<file path="src/rtl/div.sv">
// Unsigned sequential restoring divider; PART_DATA_WIDTH quotient bits per cycle.
// rd_data = {remainder, quotient}; same write/read handshake as the mul block.
module div #(
  parameter int DATA_WIDTH      = 32,
  parameter int RES_WIDTH       = DATA_WIDTH*2,
  parameter int PART_DATA_WIDTH = 8
) (
  input  logic                  clk,
  input  logic                  reset,
  input  logic                  rd_en,
  input  logic                  wr_en,
  input  logic [DATA_WIDTH-1:0] wr_data_1,
  input  logic [DATA_WIDTH-1:0] wr_data_2,
  output logic [RES_WIDTH-1:0]  rd_data,
  output logic                  wr_ready,
  output logic                  rd_ready,
  output logic                  rd_val,
  output logic                  div_by_zero
);
  localparam int STEPS = DATA_WIDTH / PART_DATA_WIDTH;
  localparam int CNT_W = (STEPS > 1) ? $clog2(STEPS) : 1;
  localparam logic [CNT_W-1:0] LAST = CNT_W'(STEPS - 1);

  typedef enum logic [1:0] {IDLE, CALC, DONE} state_t;

  state_t                state;
  logic [DATA_WIDTH-1:0] dvd_q;   // dividend bits shift out MSB-first, quotient bits shift in
  logic [DATA_WIDTH-1:0] dvs_q;
  logic [DATA_WIDTH-1:0] rem_q;
  logic [CNT_W-1:0]      cnt_q;

  logic [DATA_WIDTH:0]   rem_n;
  logic [DATA_WIDTH-1:0] quo_n;

  // One extra remainder bit so the shifted partial remainder never overflows the compare.
  always_comb begin
    rem_n = {1'b0, rem_q};
    quo_n = dvd_q;
    for (int i = 0; i < PART_DATA_WIDTH; i++) begin
      rem_n = {rem_n[DATA_WIDTH-1:0], quo_n[DATA_WIDTH-1]};
      quo_n = {quo_n[DATA_WIDTH-2:0], 1'b0};
      if (rem_n >= {1'b0, dvs_q}) begin
        rem_n    = rem_n - {1'b0, dvs_q};
        quo_n[0] = 1'b1;
      end
    end
  end

  always_ff @(posedge clk) begin
    if (reset) begin
      state       <= IDLE;
      rd_data     <= '0;
      rd_ready    <= 1'b0;
      rd_val      <= 1'b0;
      div_by_zero <= 1'b0;
      wr_ready    <= 1'b1;
      dvd_q       <= '0;
      dvs_q       <= '0;
      rem_q       <= '0;
      cnt_q       <= '0;
    end else begin
      rd_val <= 1'b0;
      case (state)
        IDLE: begin
          if (wr_en && wr_ready) begin
            wr_ready <= 1'b0;
            if (wr_data_2 != '0) begin
              dvd_q       <= wr_data_1;
              dvs_q       <= wr_data_2;
              rem_q       <= '0;
              cnt_q       <= '0;
              div_by_zero <= 1'b0;
              state       <= CALC;
            end else begin
              // rd_ready follows one edge later, from the DONE branch below.
              rd_data     <= {wr_data_1, {DATA_WIDTH{1'b1}}};
              div_by_zero <= 1'b1;
              state       <= DONE;
            end
          end
        end
        CALC: begin
          dvd_q <= quo_n;
          rem_q <= rem_n[DATA_WIDTH-1:0];
          cnt_q <= cnt_q + 1'b1;
          if (cnt_q == LAST) begin
            rd_data  <= {rem_n[DATA_WIDTH-1:0], quo_n};
            rd_ready <= 1'b1;
            state    <= DONE;
          end
        end
        DONE: begin
          if (rd_en && rd_ready) begin
            rd_ready <= 1'b0;
            rd_val   <= 1'b1;
            wr_ready <= 1'b1;
            state    <= IDLE;
          end else begin
            rd_ready <= 1'b1;
          end
        end
        default: state <= IDLE;
      endcase
    end
  end
endmodule

</file>
<file path="config.mk">
export PLATFORM = sky130hd
export DESIGN_NAME = div
export DESIGN_NICKNAME = d
export VERILOG_FILES = /design/src/rtl/div.sv
export SDC_FILE = /design/constraint.sdc
export NUM_CORES = 1
export LEC_CHECK = 0
export CAP_MARGIN = 20
export CORE_UTILIZATION = 45
export CTS_CLUSTER_DIAMETER = 50
export DETAILED_ROUTE_END_ITERATION = 8
export HOLD_SLACK_MARGIN = 0.08
export MAX_ROUTING_LAYER = met4
export PLACE_DENSITY_LB_ADDON = 0.2
export SLEW_MARGIN = 15
export SYNTH_ARGS = -nofsm -noshare
export SYNTH_HDL_FRONTEND = slang
export SYNTH_SLANG_ARGS = --single-unit
export TNS_END_PERCENT = 5
</file>
<file path="constraint.sdc">
create_clock -name clk -period 61.6 [get_ports clk]
set_clock_uncertainty 0.05 [all_clocks]
set_input_delay 9.24 -clock clk [delete_from_list [all_inputs] [get_ports clk]]
set_output_delay 9.24 -clock clk [all_outputs]
set_load 0.05 [all_outputs]
</file>
* Word level (Yosys, flattened, before mapping)
Index checks and enable logic that the tools add are counted.
** Word-level totals
- Bits in registers :: 168
- Input bits :: 68
- Word-level logic and storage cells :: 93
** Operators by class
- Multiplexer cells :: 42
- Bitwise operators :: 1
- Eq/ne operators :: 8
- Add/subtract/negate cells :: 9
- Reduce and logical (&&, ||, !) cells :: 15
- Magnitude comparators :: 8
** Operators with widths (number)
- two-way mux 32 bit :: 12
- greater-or-equal comparator 33 x 32 -> 1 bit :: 8
- subtractor 32 bit :: 8
- two-way mux 64 bit :: 3
- case mux 32 bit (2 select lines) :: 2
- case mux 64 bit (2 select lines) :: 1
- nonzero test 32 bit :: 1
- two-way mux 1 bit :: 14
- two-way mux 2 bit :: 6
- AND reduction 3 bit :: 4
- inequality test 2 bit (second input constant) :: 5
- case mux 2 bit (3 select lines) :: 1
- nonzero test 2 bit :: 3
- == test 2 bit (second input constant) :: 2
- case mux 1 bit (2 select lines) :: 2
- case mux 2 bit (2 select lines) :: 1
- AND reduction 2 bit :: 2
- AND reduction 4 bit :: 1
- adder 2 x 1 -> 2 bit (second input constant) :: 1
- == test 2 x 1 -> 1 bit (second input constant) :: 1
- logical AND 1 bit :: 2
- zero test 2 bit :: 1
- OR reduction 2 bit :: 1
- inverter 1 bit :: 1

* Logic depth before layout (Yosys ltp)
- Depth in word-level cells :: 18
- Depth in mapped cells :: 118
- Gate-level depth less buffers :: 106

* Worst setup path before layout
No wires, ideal clock.
- Path type :: reg-to-reg
- Start :: register dvs_q[1]
- End :: register rd_data[60]
- Stages on the path, launching flop included :: 113
- Clock period less this slack :: 25.431 ns
- Data arrival time :: 25.286 ns
- Required time :: 61.454 ns
- Library setup time :: 0.096 ns
- Path slack :: 36.169 ns
- Path buffers :: 16
- Cell sequence :: dfxtp_1 -> inv_1 -> ha_1 -> nor2b_1 -> o31a_1 -> o211ai_1 -> o21ai_1 -> a311oi_2 -> clkbuf_1 -> buf_2 -> buf_2 -> buf_2 -> nand2_1 -> o21ai_0 -> ha_1 -> a211oi_1 -> o21ai_0 -> a31o_2 -> [... 77 more ...] -> nor2b_1 -> o21ai_0 -> a21boi_0 -> o21ai_0 -> a21boi_0 -> o2111ai_1 -> a31oi_1 -> o21ai_0 -> o31ai_1 -> a21oi_1 -> a221oi_1 -> a311o_1 -> a211o_1 -> a21o_1 -> buf_6 -> buf_6 -> and3_1 -> o41ai_2
** On the way
- Word-level cells in the longest chain between the ends :: 18
- Elaborated cells on any way between the ends :: 26
** Ends and longest elaborated chain
- start: declaration :: RTL line 28 : logic [DATA_WIDTH-1:0] dvs_q;
- start signal: assignment :: RTL line 69 : dvs_q <= wr_data_2;
- subtractor 32 bit / greater-or-equal comparator 33 x 32 -> 1 bit (equally long branches) :: RTL line 43, 42
- two-way mux 32 bit :: RTL line 42 : if (rem_n >= {1'b0, dvs_q}) begin
- subtractor 32 bit / greater-or-equal comparator 33 x 32 -> 1 bit (equally long branches) :: RTL line 43, 42
- two-way mux 32 bit :: RTL line 42
- subtractor 32 bit / greater-or-equal comparator 33 x 32 -> 1 bit (equally long branches) :: RTL line 43, 42
- two-way mux 32 bit :: RTL line 42
- subtractor 32 bit / greater-or-equal comparator 33 x 32 -> 1 bit (equally long branches) :: RTL line 43, 42
- two-way mux 32 bit :: RTL line 42
- [... 2 more ...]
- subtractor 32 bit / greater-or-equal comparator 33 x 32 -> 1 bit (equally long branches) :: RTL line 43, 42
- two-way mux 32 bit :: RTL line 42
- subtractor 32 bit / greater-or-equal comparator 33 x 32 -> 1 bit (equally long branches) :: RTL line 43, 42
- two-way mux 32 bit :: RTL line 42
- subtractor 32 bit / greater-or-equal comparator 33 x 32 -> 1 bit (equally long branches) :: RTL line 43, 42
- two-way mux 32 bit (*) :: RTL line 42
- two-way mux 64 bit (*) :: RTL line 86 : if (cnt_q == LAST) begin
- case mux 64 bit (2 select lines) (*) :: RTL line 63 : case (state)
- end signal: assignment :: RTL line 76 : rd_data <= {wr_data_1, {DATA_WIDTH{1'b1}}};
- end signal: assignment :: RTL line 87 : rd_data <= {rem_n[DATA_WIDTH-1:0], quo_n};
- end: declaration :: RTL line 14 : output logic [RES_WIDTH-1:0] rd_data,
Mark *: on every way between the ends. The rest lies on a longest branch, timed or not. The select of a mux whose other input is x is not followed.
A chain may end at the register's enable or synchronous reset.

* Worst setup path in the final report
- Start :: register dvs_q[1]
- End :: register rd_data[53]
The elaborated chain is that of the path after synthesis.

==> results by group <==
Status
  • Status: finished, final reports clean

STA
  • Worst hold slack: 428 ps
  • Max transition margin: 0.225
  • Setup TNS: 0 ps
  • Worst-Margin Slew: 1160 ps
  • Slew Viols, Final: 0
  • RSZ-0062 raised after global routing: false
  • Max Freq: 31.7 MHz
  • Final Hold Fails: 0
  • Min Clock Period, post-route: approximately 32,000 ps
  • Final period util: 0.512
  • Final setup violation count: 0

Clocking
  • Hold Buf Count CTS: 0
  • CTS sink cnt: roughly 170
  • CTS buffer count: 17
  • Post-CTS sizing: 0
  • Max Root-Sink Buffers: 2
  • Clk slew on worst S/H paths: 80 ps
  • TritonCTS clock tree: yes
  • Root buf cell: clkbuf_16
  • Clock latency on the worst-skew pair: 450 ps
  • Depth of the CTS H-tree: 4
  • Post-CTS Setup Bufs: 0

Critical path
  • Worst Reg2Reg Path Length in Cells: 99
  • Setup crit start kind: flip-flop
  • CP max stage cell: o311ai_1
  • Cell repeated most along the worst path: ha_1
  • Crit path DAT: 31,770 ps
  • CP Data Required Time: 61,830 ps
  • CP peak stage delay: 870 ps
  • Crit end category: flip-flop
  • Setup CP Type: reg2reg
  • Crit-path max FO: 67

Floorplanning
  • Rows: 83
  • Initial Util: 0.457
  • Io pins: roughly 140
  • Die height: approximately 230 um
  • Die area: 53,100 um2
  • Die Wd: 230 um
  • Core ar.: roughly 51,000 um2

Synthesis
  • Top cell type by total area after synthesis: dfxtp_1
  • Ys flop type: dfxtp_1
  • Synth area leaders: dfxtp_1 14%, ha_1 14%, mux2_2 5.8%
  • Synthesized area per cell: ~7.6 um2
  • Number of synthesized flops with an enable pin: 0
  • Yosys warning count: 0
  • Syn Inst Count: 3,097
  • Most frequent cell after synthesis: nor2_1
  • Share of the synthesized area in the top cell type: 0.143
  • Yosys reg bits: around 170
  • Netlist cell types: 101
  • Mapped cell area: 23,500 um2
  • Syn nets: between 3,000 and 4,000
  • Synth top cells by count: 293 x nor2_1, 267 x nand2_1, 257 x ha_1
  • Seq/Total Area, Yosys: 0.143
  • Ys async rst share: 0

Global routing
  • Total Routing Usage GR: 0.375
  • Largest net degree at the start of global routing: roughly 70
  • Vias in the first global route: 23,100
  • Global-route wire length before repair: approximately 150 mm
  • Antenna violations before repair: 5
  • Total grt overflow: 0

Routing
  • Final WL: 100 mm
  • DR vias/cell: ~6.5
  • DR WL/cell: 25.9 um
  • Router iterations before antenna repair: 6
  • Initial DRC Count: about 2,400
  • DRC Markers: 0
  • Routed via count: 25,100
  • Routed Antenna Nets: 0

Layout
  • # fillers: 5,100
  • Final net count: 3,505
  • Layout cells sized above 1: 0.0923
  • Final cell utilization of the core: 0.508
  • Area grow syn2layout: 11.4%

Job
  • Max_cap viols: 0

Worst hold path
  • Hold/Removal Path Class: reg2reg
  • Worst Hold Depth: 2

Placement
  • Gp weighted congestion: between 1 and 1.5
  • HPWL after detailed placement: a little under 80 mm
  • Port bufs: around 140
path summary, 6_finish.rpt:
kind	from	end	slack, ps
max	dvs_q[1]	rd_data[53]	30070
min	rem_q[31]	rem_q[31]	430
max reg2reg	dvs_q[1]	rd_data[53]	30070
min reg2reg	rem_q[31]	rem_q[31]	430
flip-flops by register name, summed over array words and instances, names as in the netlist:
name and flops:
cnt_q 2, div_by_zero 1, dvd_q 32, dvs_q 32, rd_data 64, rd_ready 1, rd_val 1, rem_q 32
state 2, wr_ready 1
critical path: cells and delay by family (launching register included):
| kind | cells | cell delay [ps] |
|---|---|---|
| multiplexers | 4 | 1710 |
| AO/OA/AOI/OAI | 62 | 19160 |
| adder cells (fa/ha/maj) | 8 | 2740 |
| flip-flops | 1 | 710 |
| AND/OR/NAND/NOR | 16 | 3420 |
| buffers and inverters | 9 | 3450 |
metrics by stage:
stage,area [um2],std cells,setup slack [ps]
after floorplan,23500,3097,36170
after global placement,25500,3833,31560
after detailed placement,25500,3833,30910
after CTS,26100,3865,30760
after global routing,26100,3867,28060
final,26100,3868,30070
per-layer routing:
metal | GRT usage | part of all wire
met5 | - | 0
met2 | 0.561 | 0.44
met4 | 0.167 | 0.048
met3 | 0.0644 | 0.089
met1 | 0.492 | 0.43
layout by cell type, fill, tap and decap left out, types with 15 or more instances in the layout:
cell and count:
nor2_1 289, nand2_1 265, ha_1 257, a21oi_1 250, o21ai_0 210, dfxtp_1 168
xnor2_1 142, clkdlybuf4s50_1 134, mux2i_1 127, nor3_1 126, inv_1 121, mux2_2 120
a21o_1 112, xor2_1 62, nand3_1 59, o21a_1 46, buf_4 45, nand4_1 38
nand2b_1 34, o21bai_1 34, a311oi_1 33, a211oi_1 31, a31oi_1 30, and3_1 28
nor2b_1 28, nor4_1 25, and2_1 22, o211ai_1 19, a2111oi_2 17, clkbuf_16 17
or2_2 15
cell type report:
class / instances / area, um2 / share of cell area
multi-input combinational: 2684 / 19200 / 0.733
sequential: 168 / 3360 / 0.129
timing repair buffer: 179 / 1680 / 0.0642
tap: 680 / 851 / 0.0326
inverter: 122 / 458 / 0.0175
clock buffer: 17 / 425 / 0.0163
clock inverter: 15 / 181 / 0.00694
antenna: 3 / 7.51 / 0.000287
logic make-up after synthesis:
group                      share of synthesized area
and+or+nand+nor                                0.199
AOI/OAI and AO/OA                              0.278
adders and majority gates                      0.144
muxes                                          0.117
buffers and inverters                         0.0423
xor gates and xnor gates                      0.0761
DFF                                            0.143
Power is left out: the tool's default activity adds up to more than one toggle a clock period on the data nets, which glitch-free logic cannot reach.
